--- src/rtl/reg_writeback_queue_pkg.sv ---
// Shared defaults and types for the register write-back queue.
package reg_writeback_queue_pkg;

  localparam int unsigned WBQ_DEPTH  = 4;
  localparam int unsigned WBQ_ID_W   = 4;
  localparam int unsigned WBQ_DATA_W = 16;
  localparam int unsigned WBQ_RA_ID  = 9;
  localparam int unsigned WBQ_PEND_W = 2;
  localparam int unsigned ZERO_ID    = 0;

  // Source selected by the fixed-priority enqueue arbiter.
  typedef enum logic [1:0] {
    SRC_NONE,
    SRC_LINK,
    SRC_MEM,
    SRC_ALU
  } wb_src_e;

endpackage

--- src/rtl/reg_writeback_queue_wb_fifo.sv ---
// Generic synchronous FIFO; pointers wrap modulo DEPTH, occupancy kept in its own counter.
module wb_fifo #(
  parameter int unsigned DEPTH = 4,
  parameter int unsigned WIDTH = 21
) (
  input  logic                     clock,
  input  logic                     reset_n,
  input  logic                     push,
  input  logic                     pop,
  input  logic [WIDTH-1:0]         push_data,
  output logic [WIDTH-1:0]         head,
  output logic                     full,
  output logic                     empty,
  output logic [$clog2(DEPTH):0]   count
);

  localparam int unsigned AW = $clog2(DEPTH);
  localparam logic [AW:0] FULL_CNT = (AW+1)'(DEPTH);

  logic [WIDTH-1:0] r_mem [DEPTH];
  logic [AW-1:0]    r_wr_ptr;
  logic [AW-1:0]    r_rd_ptr;
  logic [AW:0]      r_count;
  logic             w_push;
  logic             w_pop;

  assign full   = (r_count == FULL_CNT);
  assign empty  = (r_count == '0);
  assign w_push = push & ~full;
  assign w_pop  = pop & ~empty;
  assign head   = r_mem[r_rd_ptr];
  assign count  = r_count;

  always_ff @(posedge clock) begin
    if (w_push) r_mem[r_wr_ptr] <= push_data;
  end

  always_ff @(posedge clock or negedge reset_n) begin
    if (!reset_n) begin
      r_wr_ptr <= '0;
      r_rd_ptr <= '0;
      r_count  <= '0;
    end else begin
      if (w_push) r_wr_ptr <= r_wr_ptr + 1'b1;
      if (w_pop)  r_rd_ptr <= r_rd_ptr + 1'b1;
      case ({w_push, w_pop})
        2'b10:   r_count <= r_count + 1'b1;
        2'b01:   r_count <= r_count - 1'b1;
        default: r_count <= r_count;
      endcase
    end
  end

endmodule

--- src/rtl/reg_writeback_queue.sv ---
// Arbitrates link/mem/alu write requests into a FIFO, drives reg_file write ports,
// and tracks per-register pending writes for decode RAW stalls.
module reg_writeback_queue
  import reg_writeback_queue_pkg::*;
#(
  parameter int unsigned DEPTH  = WBQ_DEPTH,
  parameter int unsigned ID_W   = WBQ_ID_W,
  parameter int unsigned DATA_W = WBQ_DATA_W,
  parameter int unsigned RA_ID  = WBQ_RA_ID,
  parameter int unsigned PEND_W = WBQ_PEND_W
) (
  input  logic                       clock,
  input  logic                       reset_n,
  input  logic                       link_valid,
  output logic                       link_ready,
  input  logic [DATA_W-1:0]          link_value,
  input  logic                       mem_valid,
  output logic                       mem_ready,
  input  logic [ID_W-1:0]            mem_id,
  input  logic [DATA_W-1:0]          mem_value,
  input  logic                       alu_valid,
  output logic                       alu_ready,
  input  logic [ID_W-1:0]            alu_id,
  input  logic [DATA_W-1:0]          alu_value,
  input  logic                       issue_valid,
  input  logic [ID_W-1:0]            issue_id,
  input  logic [ID_W-1:0]            rs_id,
  input  logic [ID_W-1:0]            rt_id,
  output logic                       rs_busy,
  output logic                       rt_busy,
  output logic                       control_reg_write,
  output logic [ID_W-1:0]            control_write_id,
  output logic [DATA_W-1:0]          reg_write_value,
  output logic                       ra_write,
  output logic [DATA_W-1:0]          ra_write_value,
  output logic [$clog2(DEPTH):0]     fifo_count,
  output logic                       pend_overflow
);

  localparam int unsigned NREG    = 1 << ID_W;
  localparam int unsigned ENTRY_W = 1 + ID_W + DATA_W;
  localparam logic [ID_W-1:0]   RA_REG   = ID_W'(RA_ID);
  localparam logic [ID_W-1:0]   ZERO_REG = ID_W'(ZERO_ID);
  localparam logic [PEND_W-1:0] PEND_MAX = '1;

  typedef struct packed {
    logic              is_link;
    logic [ID_W-1:0]   id;
    logic [DATA_W-1:0] value;
  } entry_t;

  wb_src_e             w_src;
  entry_t              w_push_entry;
  entry_t              w_head;
  logic [ENTRY_W-1:0]  w_head_bits;
  logic                w_full;
  logic                w_empty;
  logic                w_push;
  logic                w_pop;

  // Readies look only at the registered occupancy, never at this cycle's pop.
  assign link_ready = ~w_full;
  assign mem_ready  = ~w_full & ~link_valid;
  assign alu_ready  = ~w_full & ~link_valid & ~mem_valid;

  always_comb begin
    w_src = SRC_NONE;
    if (link_valid && link_ready)     w_src = SRC_LINK;
    else if (mem_valid && mem_ready)  w_src = SRC_MEM;
    else if (alu_valid && alu_ready)  w_src = SRC_ALU;
  end

  always_comb begin
    w_push_entry = '0;
    case (w_src)
      SRC_LINK: begin
        w_push_entry.is_link = 1'b1;
        w_push_entry.id      = RA_REG;
        w_push_entry.value   = link_value;
      end
      SRC_MEM: begin
        w_push_entry.id    = mem_id;
        w_push_entry.value = mem_value;
      end
      SRC_ALU: begin
        w_push_entry.id    = alu_id;
        w_push_entry.value = alu_value;
      end
      default: w_push_entry = '0;
    endcase
  end

  assign w_push = (w_src != SRC_NONE);
  assign w_pop  = ~w_empty;
  assign w_head = entry_t'(w_head_bits);

  wb_fifo #(
    .DEPTH (DEPTH),
    .WIDTH (ENTRY_W)
  ) u_fifo (
    .clock     (clock),
    .reset_n   (reset_n),
    .push      (w_push),
    .pop       (w_pop),
    .push_data (w_push_entry),
    .head      (w_head_bits),
    .full      (w_full),
    .empty     (w_empty),
    .count     (fifo_count)
  );

  always_ff @(posedge clock or negedge reset_n) begin
    if (!reset_n) begin
      control_reg_write <= 1'b0;
      control_write_id  <= '0;
      reg_write_value   <= '0;
      ra_write          <= 1'b0;
      ra_write_value    <= '0;
    end else begin
      control_reg_write <= 1'b0;
      ra_write          <= 1'b0;
      if (w_pop) begin
        if (w_head.is_link) begin
          ra_write       <= 1'b1;
          ra_write_value <= w_head.value;
        end else if (w_head.id != ZERO_REG) begin
          control_reg_write <= 1'b1;
          control_write_id  <= w_head.id;
          reg_write_value   <= w_head.value;
        end
      end
    end
  end

  logic [PEND_W-1:0] r_pend [NREG];
  logic [NREG-1:0]   w_inc;
  logic [NREG-1:0]   w_dec;

  // Commits retire from the registered pulse, so a register stays busy through its write cycle.
  always_comb begin
    w_inc = '0;
    w_dec = '0;
    for (int unsigned i = 0; i < NREG; i++) begin
      w_inc[i] = issue_valid && (issue_id == ID_W'(i)) && (i != ZERO_ID);
      w_dec[i] = (control_reg_write && (control_write_id == ID_W'(i))) ||
                 (ra_write && (i == RA_ID));
    end
  end

  always_ff @(posedge clock or negedge reset_n) begin
    if (!reset_n) begin
      for (int unsigned i = 0; i < NREG; i++) r_pend[i] <= '0;
      pend_overflow <= 1'b0;
    end else begin
      for (int unsigned i = 0; i < NREG; i++) begin
        if (w_inc[i] && !w_dec[i]) begin
          if (r_pend[i] == PEND_MAX) pend_overflow <= 1'b1;
          else                       r_pend[i] <= r_pend[i] + 1'b1;
        end else if (w_dec[i] && !w_inc[i] && (r_pend[i] != '0)) begin
          r_pend[i] <= r_pend[i] - 1'b1;
        end
      end
    end
  end

  assign rs_busy = (rs_id != ZERO_REG) && (r_pend[rs_id] != '0);
  assign rt_busy = (rt_id != ZERO_REG) && (r_pend[rt_id] != '0);

endmodule
--- config.mk ---
export PLATFORM = sky130hd
export DESIGN_NAME = reg_writeback_queue
export DESIGN_NICKNAME = d
export VERILOG_FILES = /design/src/rtl/reg_writeback_queue_pkg.sv /design/src/rtl/reg_writeback_queue_wb_fifo.sv /design/src/rtl/reg_writeback_queue.sv
export SDC_FILE = /design/constraint.sdc
export NUM_CORES = 1
export LEC_CHECK = 0
export CAP_MARGIN = 20
export CORE_AREA = 2 2 133 135
export CTS_CLUSTER_SIZE = 8
export DETAILED_ROUTE_END_ITERATION = 16
export DIE_AREA = 0 0 135 137
export GPL_TIMING_DRIVEN = 0
export PLACE_DENSITY = 0.74
export SLEW_MARGIN = 10
export SYNTH_ARGS = -nofsm -noshare
export SYNTH_HDL_FRONTEND = slang
export SYNTH_SLANG_ARGS = --single-unit
--- constraint.sdc ---
create_clock -name clock -period 2.2 [get_ports clock]
set_input_delay 0.33 -clock clock [delete_from_list [all_inputs] [get_ports clock]]
set_output_delay 0.33 -clock clock [all_outputs]
set_load 0.1 [all_outputs]
==> results_dict.tcl, run 1 <==
set metrics [dict create \
    status "complete, but fails checks" \
    violations "negative setup slack" \
    yosys_warnings 0 \
    synthesis.area_sq_mm 0.00750 \
    cp_cell_sequence "or4b_4, a31oi_1, nor4_1, a31o_2, buf_12" \
    crit_type "flop to output pin" \
    clock_path_buffers 2 \
    fin_worst_skew_ps 8.65 \
    ys_types 59 \
    antenna_found_initial 0 \
    synth_seq_cells 160 \
    io_buffers 115 \
    final_nets 821 \
    grt_setup_unrepaired "true" \
    synth_top_cell_by_area "edfxtp_1" \
    r2r-end "u_fifo.r_mem[0][14]" \
    finalSetupViolCount 6 \
    initial_utilization_pct 44.0 \
    syn_nets 649 \
    synth-edff-count 84 \
    regToRegStartpoint "u_fifo.count[0]" \
    firstDrtPassIters 7 \
    grt_max_degree 41 \
    r2r_cells 9 \
    worstPathRequired_ps 1870 \
    maxCapViolations 0 \
    crit_path_start_kind "flop" \
    slew_headroom_pct 34.8 \
    clkSlewWorstSetupHoldPaths_ps 70 \
    htree_levels 4 \
    synth.top_cell.area_share_pct 33.6 \
    cts_root_buf "clkbuf_16" \
    place_congestion 0.885 \
    fmax_ghz 0.430 \
    synthFlopType "edfxtp_1" \
    synth.yosys.seq_area_share_pct 59.0 \
    fin_crit_ps 2330 \
    rows 48 \
    syn_to_final_growth_pct 34.8 \
    ioPinCount 121 \
    power_mw 16.5 \
    setup_ws_ps -126 \
    totalWireLength_um 19100 \
    async_reset_ff_share_pct 47.5 \
    max_stage_delay_ps 540 \
    grt_pass1_vias 5572 \
    yosys-top-cells-area "edfxtp_1 (34%), dfrtp_1 (25%), mux4_2 (6.6%)" \
    drt.antenna.violating_nets 0 \
    die_x_um 135 \
    vias 5602 \
    vias_per_cell 5.72 \
    die_height_um 137 \
    tightest_slew_ps 982 \
    tritoncts "done" \
    stdcell_area_sq_mm 0.0101 \
    holdWs_ps 436 \
    netlist_instances 570 \
    worstHoldPathType "primary input to async pin" \
    worstSkewPairLatency_ps 430 \
    route.detailed.drc 0 \
    grt_overflow 0 \
    r2r_setup_slack_ps -80 \
    powerDensity_mw_per_mm2 1640 \
    power.leakage_nw 3.91 \
    avgRoutedWirePerCell_um 19.4 \
    ir_drop_mv 1.32 \
    final_core_util_pct 59.3 \
    drt_iter0_markers 466 \
    antennaDiodeCount 0 \
    layout_common_cells "edfxtp_1 (84), dfrtp_1 (68), clkdlybuf4s50_1 (67)" \
    grt_use_total_pct 20.9 \
    numCtsBuffers 17 \
    placed_area_sq_mm 0.00902 \
    cpMaxStageDelayCell "or4b_4" \
    grt_pass1_wl_um 29300 \
    coreArea_sq_mm 0.0171 \
    crit_arrival_ps 2000 \
    hpwl_um 12800 \
    final-hold-violation-count 0 \
    cts_sinks 160 \
    final_common_cell "edfxtp_1" \
    timing.final.max_slew_violations 0 \
    path_max_fanout 3 \
    crit_path_end_kind "output pin" \
    fin_crit_sh_pct 106 \
    drive_gt1_share_pct 24.8 \
    syn_avg_cell_area_sq_um 13.2 \
    dieArea_sq_mm 0.0185 \
]
cells in the mapped netlist, types with 4 or more instances:
cell type  count
nor2_1        51
mux2_2        17
a21oi_1       29
edfxtp_1      84
o311ai_0       5
clkbuf_1      14
buf_6          4
a211oi_1       8
nor3_1        11
a31oi_1        4
nand3_1        5
mux2_4        19
o21ai_0       33
xnor2_1        4
o211ai_1      13
nand3b_1       8
dfrtp_1       76
and2_1        16
nor2b_1        4
nor3b_1        6
nand2_1       25
mux4_2        22
ha_1           4
a222oi_1      16
inv_1         35
or3b_2         4
routing by layer:
| layer | global-route usage [%] | vias to the layer above | part of all wire [%] |
|---|---|---|---|
| li1 | - | 2529 | - |
| met1 | 25.7 | 2777 | 40 |
| met2 | 36.5 | 258 | 52 |
| met3 | 4.67 | 38 | 6.5 |
| met4 | 7.41 | 0 | 2.0 |
| met5 | 0 | - | 0 |
critical path, delay by kind of cell (launching register included):
| family | cells | cell delay [ps] |
|---|---|---|
| buf+inv | 1 | 160 |
| compound gates | 2 | 380 |
| simple gates | 2 | 610 |
| flops | 1 | 410 |
stage by stage:
step	worst slack (ps)	std cells	setup TNS, ps
global placement	-2400	910	-204250
finish	-126	980	-446
floorplan	-406	570	-28560
CTS	-131	971	-291
detailed placement	-948	911	-73410
global route	-171	980	-3290
repair_timing:
item                                    in CTS  in global routing
hold buffers                                 1                  0
buffers inserted                            26                  7
endpoints found under the setup margin     232                 83
gates cloned                                 3                  2
pin swaps                                   13                 14
resized for setup                          129                 17
hold endpoints to repair                    36                  0
logic make-up after synthesis:
| kind of cell | synth area share (%) |
|---|---|
| flops | 59.0 |
| fa+ha+maj | 0.934 |
| xor+xnor | 0.467 |
| simple gates | 10.3 |
| buf+inv | 3.33 |
| compound gates | 12.3 |
| mux | 13.7 |
flip-flops by register name, summed over array words and instances (netlist names):
register           count
u_fifo.r_rd_ptr        2
pend_overflow          1
u_fifo.r_wr_ptr        2
control_reg_write      1
reg_write_value       16
u_fifo.count           3
ra_write               1
r_pend                30
ra_write_value        16
u_fifo.r_mem          84
control_write_id       4
where the power goes:
part           total, mW  internal, mW  switching (mW)  leakage [nW]
combinational       8.57          3.01            5.55          1.93
clock               2.90          1.53            1.38         0.284
sequential          5.08          4.44           0.639          1.70
total               16.5          8.98            7.57          3.91
worst max-delay path by stage:
stage / start / endpoint / cells after the start
after floorplan: u_fifo.count[2] / u_fifo.count[2] / 8
after global placement: reset_n / u_fifo.count[0] / 1
after detailed placement: rs_id[0] / rs_busy / 5
after CTS: r_pend[18] / rt_busy / 5
after global routing: r_pend[18] / rt_busy / 5
final: r_pend[18] / rt_busy / 5
cell type report:
class	instances	area (sq um)
well taps	225	282
clock buffers	17	425
clock inverters	15	176
plain buffers	21	201
inverters	35	135
multi-input cells	353	2970
flip-flops and latches	160	4440
fillers	1318	6940
repair buffers	154	1490
No activity file was read; power rests on OpenSTA's default activity.
==> inputs of run 2 (changes only) <==
- CAP_MARGIN: 20 -> 30
==> run 2 against run 1 <==
The run still ends with negative setup slack left. Sequential share of layout area increased by 0.22 points. Die area unchanged. Combinational power decreased by 0.6%. Final cell count decreased by 0.41%. Critical path type unchanged.
==> results_dict.tcl, run 2 (synthesis gave the netlist of run 1 again) <==
set metrics [dict create \
    status "complete, but fails checks" \
    violations "negative setup slack" \
    hpwl_um 13000 \
    crit_arrival_ps 2000 \
    cp_cell_sequence "or4b_4, a31oi_1, nor4_1, a31o_2, buf_12" \
    clock_path_buffers 2 \
    fin_crit_sh_pct 106 \
    initial_utilization_pct 44.0 \
    htree_levels 4 \
    max_stage_delay_ps 540 \
    path_buf_inv 1 \
    drive_gt1_share_pct 24.1 \
    grt_max_degree 41 \
    powerDensity_mw_per_mm2 1640 \
    grt_use_total_pct 20.7 \
    cpMaxStageDelayCell "or4b_4" \
    largest_reg_flops 84 \
    worstHoldPathType "primary input to async pin" \
    path_max_fanout 3 \
    syn_to_final_growth_pct 34.1 \
    fmax_ghz 0.430 \
    vias 5580 \
    maxCapViolations 0 \
    final_common_cell "edfxtp_1" \
    finalSetupViolCount 2 \
    final_nets 817 \
    cts_sinks 160 \
    tritoncts "done" \
    coreArea_sq_mm 0.0171 \
    antennaDiodeCount 0 \
    cts_root_buf "clkbuf_16" \
    fin_worst_skew_ps 19.0 \
    antenna_found_initial 0 \
    drt.antenna.violating_nets 0 \
    drt_iter0_markers 349 \
    worstPathRequired_ps 1870 \
    grt_overflow 0 \
    final_core_util_pct 59.0 \
    io_buffers 115 \
    grt_pass1_vias 5617 \
    totalWireLength_um 18700 \
    layout_common_cells "edfxtp_1 (84), dfrtp_1 (68), clkdlybuf4s50_1 (66)" \
    tightest_slew_ps 982 \
    crit_type "flop to output pin" \
    rows 48 \
    grt_pass1_wl_um 29000 \
    firstDrtPassIters 6 \
    ioPinCount 121 \
    final-hold-violation-count 0 \
    crit_path_start_kind "flop" \
    crit_family "simple AND/OR/NAND/NOR gates" \
    slew_headroom_pct 34.8 \
    setup_ws_ps -128 \
    numCtsBuffers 17 \
    fin_crit_ps 2330 \
    avgRoutedWirePerCell_um 19.1 \
    fillers 1305 \
    die_x_um 135 \
    ir_drop_mv 1.28 \
    grt_setup_unrepaired "true" \
    top_regs "u_fifo.r_mem: 84 flops, r_pend: 30 flops" \
    largest-register "u_fifo.r_mem" \
    power.leakage_nw 3.90 \
    stdcell_area_sq_mm 0.0101 \
    place_congestion 0.885 \
    die_height_um 137 \
    clkSlewWorstSetupHoldPaths_ps 70 \
    placed_area_sq_mm 0.00908 \
    worstSkewPairLatency_ps 440 \
    dieArea_sq_mm 0.0185 \
    vias_per_cell 5.72 \
    crit_path_end_kind "output pin" \
    timing.final.max_slew_violations 0 \
    route.detailed.drc 0 \
]
-- run 2: power breakdown --
group / total (mW) / internal, mW / switching (mW) / leakage (nW)
clock: 2.92 / 1.53 / 1.39 / 0.288
sequential: 5.07 / 4.43 / 0.634 / 1.70
combinational: 8.52 / 2.98 / 5.54 / 1.91
total: 16.5 / 8.94 / 7.56 / 3.90
-- run 2: what timing repair did --
item,4_1_cts,5_1_grt
endpoints found under the hold margin,36,0
pin swaps,10,11
setup endpoints to repair,147,110
hold buffers,1,0
buffers inserted,18,10
resized for setup,108,30
cloned,1,0
-- run 2: routing by layer --
layer / vias up / wire length, um / global-route usage [%]
met5: - / 0 / 0
met1: 2816 / 7550 / 24.9
li1: 2536 / - / -
met4: 0 / 280 / 6.77
met3: 26 / 1040 / 4.44
met2: 202 / 9800 / 37.3
-- run 2: cell type report --
type	count	area, sq um	share of cell area (%)
multi-input combinational	353	2980	29.6
clock buffer	17	425	4.23
sequential	160	4440	44.1
buffer	21	179	1.78
clock inverter	15	168	1.67
inverter	35	135	1.34
timing repair buffer	150	1460	14.5
tap	225	282	2.80
-- run 2: path summary, 6_finish.rpt --
path	start	end	slack, ps	depth (start not counted)
setup / recovery	r_pend[18]	rt_busy	-130	5
hold / removal	reset_n	r_pend[25]	440	2
setup reg to reg	u_fifo.count[0]	u_fifo.r_mem[0][10]	30	8
hold reg to reg	ra_write_value[6]	ra_write_value[6]	500	1
max in group asynchronous	reset_n	ra_write_value[11]	1160	3
min in group clock	ra_write_value[6]	ra_write_value[6]	500	1
-- run 2: through the flow --
stage / cells / hold slack, ps / total power [mW] / TNS [ps] / setup slack, ps
6_report: 976 / 443 / 16.5 / -148 / -128
5_1_grt: 976 / 486 / 17.2 / -845 / -164
4_1_cts: 966 / 442 / 16.4 / -165 / -135
3_5_place_dp: 915 / 341 / 13.4 / -35960 / -944
3_3_place_gp: 910 / 490 / 13.0 / -204250 / -2400
2_1_floorplan: 570 / 34.4 / 11.2 / -28560 / -406
-- run 2: worst reg2reg max path, cell delays in order, from the launching register on --
cell,delay [ps]
dfrtp_4,520
nor3b_4,230
buf_12,150
nor3_4,40
and2_4,160
buf_8,130
buf_12,130
a222oi_1,380
inv_1,150
